--- src/rtl/seg7_ascii_capture_pkg.sv ---
// Shared constants, FSM state type and glyph decode table for the seven-segment to ASCII capture block.
// Segment buses are active-low, bit0 = a .. bit6 = g.
package seg7_ascii_capture_pkg;

    localparam int unsigned SEG_W   = 7;
    localparam int unsigned DIGITS  = 5;
    localparam int unsigned FRAME_W = SEG_W * DIGITS;
    localparam int unsigned ASCII_W = 8;
    localparam int unsigned IDX_W   = 3;
    localparam int unsigned CNT_W   = 8;

    localparam int unsigned SEG_A = 0;
    localparam int unsigned SEG_B = 1;
    localparam int unsigned SEG_C = 2;
    localparam int unsigned SEG_D = 3;
    localparam int unsigned SEG_E = 4;
    localparam int unsigned SEG_F = 5;
    localparam int unsigned SEG_G = 6;

    localparam logic [SEG_W-1:0]   BLANK_PAT    = 7'h7F;
    localparam logic [ASCII_W-1:0] BLANK_CHAR   = 8'h20;
    localparam logic [ASCII_W-1:0] UNKNOWN_CHAR = 8'h3F;

    typedef enum logic {
        ST_IDLE = 1'b0,
        ST_SEND = 1'b1
    } state_e;

    typedef struct packed {
        logic [ASCII_W-1:0] code;
        logic               bad;
    } glyph_t;

    // Colliding shapes resolve to the digit; letters come out uppercase.
    function automatic glyph_t decode_glyph(input logic [SEG_W-1:0] pat);
        glyph_t g;
        g.code = UNKNOWN_CHAR;
        g.bad  = 1'b0;
        case (pat)
            7'h40: g.code = 8'h30;
            7'h79: g.code = 8'h31;
            7'h24: g.code = 8'h32;
            7'h30: g.code = 8'h33;
            7'h19: g.code = 8'h34;
            7'h12: g.code = 8'h35;
            7'h02: g.code = 8'h36;
            7'h78: g.code = 8'h37;
            7'h00: g.code = 8'h38;
            7'h10: g.code = 8'h39;
            7'h08: g.code = 8'h41;
            7'h03: g.code = 8'h42;
            7'h46: g.code = 8'h43;
            7'h21: g.code = 8'h44;
            7'h06: g.code = 8'h45;
            7'h0E: g.code = 8'h46;
            7'h09: g.code = 8'h48;
            7'h61: g.code = 8'h4A;
            7'h47: g.code = 8'h4C;
            7'h2B: g.code = 8'h4E;
            7'h23: g.code = 8'h4F;
            7'h0C: g.code = 8'h50;
            7'h2F: g.code = 8'h52;
            7'h07: g.code = 8'h54;
            7'h41: g.code = 8'h55;
            7'h11: g.code = 8'h59;
            7'h3F: g.code = 8'h2D;
            BLANK_PAT: g.code = BLANK_CHAR;
            default: g.bad = 1'b1;
        endcase
        return g;
    endfunction

endpackage

--- src/rtl/seg7_glyph_decode.sv ---
// Combinational lookup of one active-low seven-segment pattern into an ASCII byte and an unknown flag.
module seg7_glyph_decode
    import seg7_ascii_capture_pkg::*;
(
    input  logic [SEG_W-1:0]   pat_i,
    output logic [ASCII_W-1:0] ascii_c_o,
    output logic               bad_c_o
);

    glyph_t glyph_c;

    always_comb begin
        glyph_c = decode_glyph(pat_i);
    end

    assign ascii_c_o = glyph_c.code;
    assign bad_c_o   = glyph_c.bad;

endmodule

--- src/rtl/seg7_ascii_capture.sv ---
// Captures a stable five-digit seven-segment frame and streams it out as ASCII beats, leftmost digit first,
// over a valid/ready handshake. Identical frames are sent only once.
module seg7_ascii_capture
    import seg7_ascii_capture_pkg::*;
#(
    parameter int unsigned STABLE_CYCLES = 4
) (
    input  logic               clk_i,
    input  logic               rst_i,
    input  logic [SEG_W-1:0]   hex_seg4_i,
    input  logic [SEG_W-1:0]   hex_seg3_i,
    input  logic [SEG_W-1:0]   hex_seg2_i,
    input  logic [SEG_W-1:0]   hex_seg1_i,
    input  logic [SEG_W-1:0]   hex_seg0_i,
    input  logic               ascii_ready_i,
    output logic [ASCII_W-1:0] ascii_code_o,
    output logic               ascii_valid_o,
    output logic               frame_start_o,
    output logic               frame_end_o,
    output logic               bad_glyph_o
);

    localparam logic [IDX_W-1:0]   IDX_FIRST  = IDX_W'(DIGITS - 1);
    localparam logic [CNT_W-1:0]   CNT_STABLE = CNT_W'(STABLE_CYCLES);
    localparam logic [FRAME_W-1:0] BLANK_FRAME = {DIGITS{BLANK_PAT}};

    state_e               state_q, state_d;
    logic [FRAME_W-1:0]   sample_q, sample_d;
    logic [FRAME_W-1:0]   frame_q, frame_d;
    logic [FRAME_W-1:0]   last_q, last_d;
    logic [CNT_W-1:0]     cnt_q, cnt_d;
    logic                 first_sent_q, first_sent_d;
    logic [IDX_W-1:0]     idx_q, idx_d;
    logic                 valid_q, valid_d;
    logic [ASCII_W-1:0]   code_q, code_d;
    logic                 start_q, start_d;
    logic                 end_q, end_d;
    logic                 bad_q, bad_d;

    logic [FRAME_W-1:0]   live_c;
    logic                 stable_c;
    logic                 accept_c;
    logic [IDX_W-1:0]     sel_idx_c;
    logic [SEG_W-1:0]     digit_c;
    logic [ASCII_W-1:0]   ascii_c;
    logic                 bad_c;

    assign live_c   = {hex_seg4_i, hex_seg3_i, hex_seg2_i, hex_seg1_i, hex_seg0_i};
    assign stable_c = (cnt_q == CNT_STABLE);
    assign accept_c = valid_q && ascii_ready_i;

    // Digit to present next: the current index on the first beat, the following one on accept.
    assign sel_idx_c = accept_c ? (idx_q - IDX_W'(1)) : idx_q;

    always_comb begin
        digit_c = BLANK_PAT;
        for (int unsigned i = 0; i < DIGITS; i++) begin
            if (sel_idx_c == IDX_W'(i)) begin
                digit_c = frame_q[i*SEG_W +: SEG_W];
            end
        end
    end

    seg7_glyph_decode u_decode (
        .pat_i     (digit_c),
        .ascii_c_o (ascii_c),
        .bad_c_o   (bad_c)
    );

    always_comb begin
        state_d      = state_q;
        sample_d     = live_c;
        frame_d      = frame_q;
        last_d       = last_q;
        cnt_d        = cnt_q;
        first_sent_d = first_sent_q;
        idx_d        = idx_q;
        valid_d      = valid_q;
        code_d       = code_q;
        start_d      = start_q;
        end_d        = end_q;
        bad_d        = bad_q;

        if (live_c != sample_q) begin
            cnt_d = '0;
        end else if (!stable_c) begin
            cnt_d = cnt_q + CNT_W'(1);
        end

        case (state_q)
            ST_IDLE: begin
                if (stable_c && (!first_sent_q || (sample_q != last_q))) begin
                    state_d      = ST_SEND;
                    frame_d      = sample_q;
                    last_d       = sample_q;
                    first_sent_d = 1'b1;
                    idx_d        = IDX_FIRST;
                end
            end
            ST_SEND: begin
                if (accept_c && (idx_q == '0)) begin
                    state_d = ST_IDLE;
                    valid_d = 1'b0;
                    start_d = 1'b0;
                    end_d   = 1'b0;
                    bad_d   = 1'b0;
                end else if (!valid_q || accept_c) begin
                    valid_d = 1'b1;
                    code_d  = ascii_c;
                    bad_d   = bad_c;
                    start_d = (sel_idx_c == IDX_FIRST);
                    end_d   = (sel_idx_c == '0);
                    idx_d   = sel_idx_c;
                end
            end
            default: state_d = ST_IDLE;
        endcase
    end

    always_ff @(posedge clk_i or posedge rst_i) begin
        if (rst_i) begin
            state_q      <= ST_IDLE;
            sample_q     <= BLANK_FRAME;
            frame_q      <= BLANK_FRAME;
            last_q       <= BLANK_FRAME;
            cnt_q        <= '0;
            first_sent_q <= 1'b0;
            idx_q        <= IDX_FIRST;
            valid_q      <= 1'b0;
            code_q       <= '0;
            start_q      <= 1'b0;
            end_q        <= 1'b0;
            bad_q        <= 1'b0;
        end else begin
            state_q      <= state_d;
            sample_q     <= sample_d;
            frame_q      <= frame_d;
            last_q       <= last_d;
            cnt_q        <= cnt_d;
            first_sent_q <= first_sent_d;
            idx_q        <= idx_d;
            valid_q      <= valid_d;
            code_q       <= code_d;
            start_q      <= start_d;
            end_q        <= end_d;
            bad_q        <= bad_d;
        end
    end

    assign ascii_code_o  = code_q;
    assign ascii_valid_o = valid_q;
    assign frame_start_o = start_q;
    assign frame_end_o   = end_q;
    assign bad_glyph_o   = bad_q;

endmodule
--- config.mk ---
export PLATFORM = sky130hd
export DESIGN_NAME = seg7_ascii_capture
export DESIGN_NICKNAME = d
export VERILOG_FILES = /design/src/rtl/seg7_ascii_capture_pkg.sv /design/src/rtl/seg7_glyph_decode.sv /design/src/rtl/seg7_ascii_capture.sv
export SDC_FILE = /design/constraint.sdc
export NUM_CORES = 1
export LEC_CHECK = 0
export ABC_CLOCK_PERIOD_IN_PS = 4300
export BUFFER_PORTS_ARGS = -buffer_cell sky130_fd_sc_hd__buf_2
export CAP_MARGIN = 20
export CORE_ASPECT_RATIO = 0.5
export CORE_MARGIN = 5
export CORE_UTILIZATION = 40
export CTS_BUF_LIST = sky130_fd_sc_hd__clkbuf_2 sky130_fd_sc_hd__clkbuf_4 sky130_fd_sc_hd__clkbuf_8
export CTS_CLUSTER_DIAMETER = 150
export DETAILED_ROUTE_END_ITERATION = 12
export GPL_ROUTABILITY_DRIVEN = 0
export PLACE_DENSITY_LB_ADDON = 0.25
export SLEW_MARGIN = 20
export SYNTH_ARGS = -nofsm -noshare
export SYNTH_HDL_FRONTEND = slang
export SYNTH_SLANG_ARGS = --single-unit
--- constraint.sdc ---
create_clock -name clk_i -period 4.3 [get_ports clk_i]
set_input_delay 0.43 -clock clk_i [delete_from_list [all_inputs] [get_ports clk_i]]
set_output_delay 0.43 -clock clk_i [all_outputs]
set_load 0.02 [all_outputs]
== After elaboration in Yosys (flattened, before gate mapping) ==
Cells that the tools add are included.
Storage, ports and cells
  bits in registers: 95
  logic and storage cells: 94
Operators by class
  add/sub/neg operators: 2
  equality and inequality tests: 38
  muxes and demuxes: 25
  bitwise logic cells: 2
  reductions and logical operators: 16
Operators by type and width (number)
  $pmux 7 s28: 1
  $ne 35x35->1: 2
  $eq 7x7->1 const B: 8
  $eq 7x6->1 const B: 7
  $mux 7: 5
  $eq 7x4->1 const B: 4
  $eq 7x5->1 const B: 4
  $reduce_or 28->1: 1
  $mux 8: 2
  $eq 7x2->1 const B: 2
  $eq 7x3->1 const B: 2
  $mux 3: 4
  $mux 1: 11
  $add 8x1->8 const B: 1
  $eq 8x3->1 const B: 1
  $logic_not 7->1: 1
  $eq 3x2->1 const B: 2
  $logic_not 3->1: 2
  $pmux 3 s2: 1
  $reduce_and 3->1: 2
  $ne 2x1->1 const B: 2
  $ne 2x2->1 const B: 2
  $reduce_and 2->1: 2
  $eq 3x1->1 const B: 1
  other kinds (8): 13

== Logic depth before layout (Yosys ltp) ==
  depth after elaboration: 13
  depth in mapped cells: 15
  gate-level depth less buffers: 12

== By module ==
A second synthesis with hierarchy kept.
Second synthesis, totals
  cells, all modules: 491
  area, all modules: 5452.7 µm²
Modules (own cells, without submodules)
  seg7_ascii_capture: instances 1, cells each 379, area each 4672.0 µm², sequential area each 2466.1 µm²
  seg7_glyph_decode: instances 1, cells each 112, area each 780.7 µm², sequential area each 0.0 µm²

== Least setup slack after synthesis ==
No wires, ideal clock.
  kind: reg-to-reg
  start: register idx_q[1]
  end: register code_q[4] (netlist: ascii_code_o[4])
  setup time: 0.152 ns
  arrival: 3.120 ns
  data required time: 4.148 ns
  setup slack: 1.028 ns
  stages on the path, launching flop included: 13
  path buffers: 0
  period minus slack after synthesis: 3.272 ns
  cells stage by stage: dfrtp_1 > inv_1 > ha_1 > and3b_4 > mux2_4 > a221oi_4 > nand4_1 > a221oi_2 > or4b_1 > a21boi_1 > and4_4 > o311ai_4 > a41oi_1
Between the ends
  word-level cells in the longest chain between the ends: 10
Ends and longest elaborated chain
  start: declaration: line seg7_ascii_capture.sv:33  | logic [IDX_W-1:0] idx_q, idx_d;
  start signal: assignment: line seg7_ascii_capture.sv:141  | idx_q <= idx_d;
  $sub 3x1->3: line seg7_ascii_capture.sv:53  | assign sel_idx_c = accept_c ? (idx_q - IDX_W'(1)) : idx_q;
  $mux 3: line seg7_ascii_capture.sv:53
  $logic_not 3->1: line seg7_ascii_capture.sv:58  | if (sel_idx_c == IDX_W'(i)) begin
  $mux 7 (5 in series): line seg7_ascii_capture.sv:58
  $eq 7x7->1, or another cell as far along: line seg7_ascii_capture_pkg.sv:39  | case (pat)
  $pmux 7 s28: line seg7_ascii_capture_pkg.sv:39
  end signal: assignment: line seg7_ascii_capture.sv:143  | code_q <= code_d;
  end: declaration: line seg7_ascii_capture.sv:35  | logic [ASCII_W-1:0] code_q, code_d;
Several ways; a longest one is shown, not always the timed one.
A chain may end at the register's enable or synchronous reset.

== Worst setup path in the final report ==
  start: register idx_q[0]
  end: register code_q[4] (netlist: ascii_code_o[4])
Same word-level chain as after synthesis.

==> impl_summary.txt <==
----------------------------------------------------
[Place]
  Post-DP HPWL ... 9060 um
  Number of buffers inserted by port buffering ... 48

[Routing]
  Drt first pass iters ... 5
  Mean routed wirelength per cell ... ~18 um
  Post-Route WL ... between 10000 and 15000 um
  Met2 WL ... around 5000 um
  Wire length on met3 ... 709 um
  Drt via density ... approximately 5.4
  First-iteration detailed-routing DRC count ... 251
  Uppermost routed layer ... met4
  Metal-1 WL ... 6210 um
  Post-route ant nets ... 0
  Total via count after detailed routing ... between 3000 and 4000
  Remaining DRCs ... 0

[Global route]
  Initial antenna violation count ... 0
  Total routing resource utilization after global routing ... ~16%
  Maximum number of pins on one net before global-route repair ... between 50 and 60
  Number of global-route vias before repair ... 3535
  Leftover overflow at the end of global routing ... 0
  Global-route wire length before repair ... 19600 um

[Worst setup path]
  Number of buffer and inverter instances along the worst setup path ... 1
  Critical path capture point type ... register
  Kind of critical path ... register to register
  Delay of the slowest cell on the worst path ... around 0.57 ns
  Critical path launch point type ... register
  Largest driver fanout on the critical path ... 8
  Required @ worst endpoint ... 4.52 ns
  CP Data Arrival Time ... 3.99 ns
  Worst-path cell with the longest stage delay ... a2bb2oi_1
  Largest delay share family, worst path ... simple AND/OR/NAND/NOR gates
  Most used cell along the critical path ... nand2_1
  Cells along the critical path ... inv_2 > ha_1 > and3b_4 > mux2_2 > a22oi_2 > a2bb2oi_1 > nand2_1 > or4_1 > nand2_1 > a211oi_2 > o311ai_4 > a41oi_1
  Register-to-register setup slack ... 0.53 ns

[CTS]
  Post-CTS Resized ... 0
  Deepest clock path buffer count ... 2
  H-tree depth reported by CTS ... 3
  TritonCTS clock tree ... yes
  Clock network latency to the later pin of the worst-skew pair ... 0.37 ns
  Clock root cell ... clkbuf_8
  Number of sinks on the clock net ... 94
  Post-CTS clock slew at the launch and capture registers of the worst setup and hold paths ... 0.10 ns
  CTS buffer count ... 9
  Post-CTS repair timing setup buffer count ... 0
  Quantity of hold-fixing buffers added after cts ... 0

[Pwr]
  Power share of the sequential group ... 57.0%
  Gate power share ... 5.6%
  Cell leakage power ... 2.36 nW
  Sw frac ... approximately a quarter
  Clock share of power ... 37.4%
  Net load switching power ... about 0.4 mW
  Tot Pwr ... 1.65 mW
  Cell area power density ... 288 mW/mm2
  Pint ... 1.25 mW
  Peak ir drop on the vdd network ... 0.144 mV

[Synth]
  Dominant cells by area after synthesis ... dfstp_2 37%, dfrtp_1 11%, mux2_2 7.5%
  EDFF count, synth ... 0
  FF+latch count, synth ... 94
  Most used DFF post-synth ... dfstp_2
  Area share of the largest cell type after synthesis ... 36.6%
  Fraction of the yosys area taken by sequential cells ... between 40% and 50%
  Top cell type by total area after synthesis ... dfstp_2
  Warnings from Yosys ... 0
  Number of cells produced by synthesis ... 450
  Syn Std Cell Area ... 0.00510 mm2
  Share of flip-flops with an asynchronous set or reset after synthesis ... 100%
  Number of distinct library cell variants in the gate-level netlist after synthesis ... 73
  Average cell area after synthesis ... 11.3 um2
  Synthesized netlist net count ... 492

[STA]
  Upper clock frequency limit ... approximately 270 MHz
  Smallest hold slack ... 0.169 ns
  Endpoints failing hold ... 0
  Max transition margin ... between 30% and 40%
  Setup TNS Final ... 0 ns
  Final Skew ... roughly 0.013 ns
  Unrepaired setup endpoints after global routing ... no
  Final worst-path cycle share ... 87.6%
  Final count of negative-setup-slack endpoints ... 0
  Worst Max-Slew Pin Slew ... 0.914 ns
  Number of max-slew violations in the final report ... 0
  Period minus WS final ... around 3.8 ns

[Floorplanning]
  Width of the die ... 170 um
  Die outline height ... 89.8 um
  Top-level I/O count ... 50
  Full die area ... approximately 0.015 mm2
  Initial core utilization ... roughly 41%
  Number of rows in the core area ... 29
  Area of the core ... between 0.01 and 0.015 mm2

[Final layout]
  Final-stage net count ... around 540
  Proportion of layout cells with a drive suffix above 1 ... 39.7%
  Share of the core filled with cells in the final layout ... between 40% and 50%
  P&R area growth vs syn ... 12.3%
  Antenna diode count ... 0

[Run status]
  Run status ... completed

[Min path]
  Type of the most critical hold path ... input pin to register

[Run]
  Total of max-cap violations ... 0

----------------------------------------------------
[metrics by stage]
step           instances  instance area [um2]  setup WS [ns]
2_1_floorplan        450                 5100           1.03
3_3_place_gp         660                 5520          0.749
3_5_place_dp         660                 5520          0.599
4_1_cts              676                 5720          0.588
5_1_grt              676                 5720          0.295
6_report             676                 5720          0.535
[final timing paths]
kind,end,start,cells after the start
worst min-delay path,sample_q[15],hex_seg2_i[1],1
min in group asynchronous,bad_glyph_o,rst_i,2
max in group asynchronous,sample_q[18],rst_i,3
worst max register to register,ascii_code_o[4],idx_q[0],12
worst max-delay path,ascii_code_o[4],idx_q[0],12
worst min register to register,ascii_code_o[5],ascii_code_o[5],2
[layout by cell type, fill, tap and decap left out, drive strengths merged, types with 3 or more instances in the layout]
master and n:
a31oi 4, o21ai 14, buf 53, nor2 24
nand2 36, o31ai 3, mux2 35, o2bb2ai 4
clkinv 4, o22ai 4, and2 4, nor4 12
xnor2 42, nand3 15, inv 11, nand4 17
ha 4, a22oi 6, clkbuf 10, and3 4
dfrtp 23, dfstp 71, a2bb2oi 5, a221oi 6
a21oi 9, xor2 36, nor3 5, a21boi 3
a211oi 6
[Yosys cell counts, types with 3 or more instances]
cell / instances
dfstp_2: 71
o21ai_0: 12
a22oi_1: 5
xor2_1: 36
a221oi_2: 4
o2bb2ai_1: 3
nor4_1: 12
nand4_1: 17
nand3_1: 13
and2_1: 3
a31oi_1: 4
nor3_1: 5
ha_1: 4
xnor2_1: 41
a21oi_1: 9
inv_1: 9
nor2_1: 24
nand2_1: 35
clkbuf_1: 7
mux2_2: 34
and3_1: 4
o22ai_1: 4
a211oi_1: 5
dfrtp_1: 23
a2bb2oi_1: 5
[cells by family (layout without fill, tap and decap cells)]
logic type | count (synthesis) | after routing | synth area share, %
other | 1 | 1 | 0.0736
AO/OA/AOI/OAI | 82 | 82 | 13.8
buffers and inverters | 23 | 79 | 2.18
AND/OR/NAND/NOR | 133 | 133 | 13.7
flip-flops | 94 | 94 | 47.9
adder cells (fa/ha/maj) | 4 | 4 | 0.982
XOR/XNOR | 78 | 78 | 13.5
multiplexers | 35 | 35 | 7.81
[sequential cells by signal (all words and copies together) (netlist names)]
| signal | flops |
|---|---|
| frame_start_o | 1 |
| cnt_q | 8 |
| state_q | 1 |
| frame_end_o | 1 |
| sample_q | 35 |
| last_q | 35 |
| ascii_valid_o | 1 |
| idx_q | 3 |
| bad_glyph_o | 1 |
| ascii_code_o | 7 |
| first_sent_q | 1 |
[layer usage]
metal  up-vias  track usage [%]
li1       1743                -
met1      1789             25.5
met2       115             22.7
met3         9             3.55
met4         0             3.22
met5         -                0
[cell type report]
| type | instances | area (um2) |
|---|---|---|
| Timing Repair Buffer | 53 | 278 |
| Tap cell | 170 | 213 |
| Clock buffer | 10 | 138 |
| Clock inverter | 6 | 66.3 |
| Multi-Input combinational cell | 333 | 2550 |
| Sequential cell | 94 | 2440 |
| Inverter | 10 | 38.8 |
| Fill cell | 1201 | 6830 |
[power by group through the flow]
stage	registers, mW	clock network, mW	logic, mW
after floorplan	0.946	0	0.0576
after global placement	0.952	0	0.0935
after detailed placement	0.953	0	0.0943
after CTS	0.938	0.634	0.0950
after global routing	0.941	0.675	0.104
final	0.938	0.617	0.0921
(Power assumes the default switching activity.)
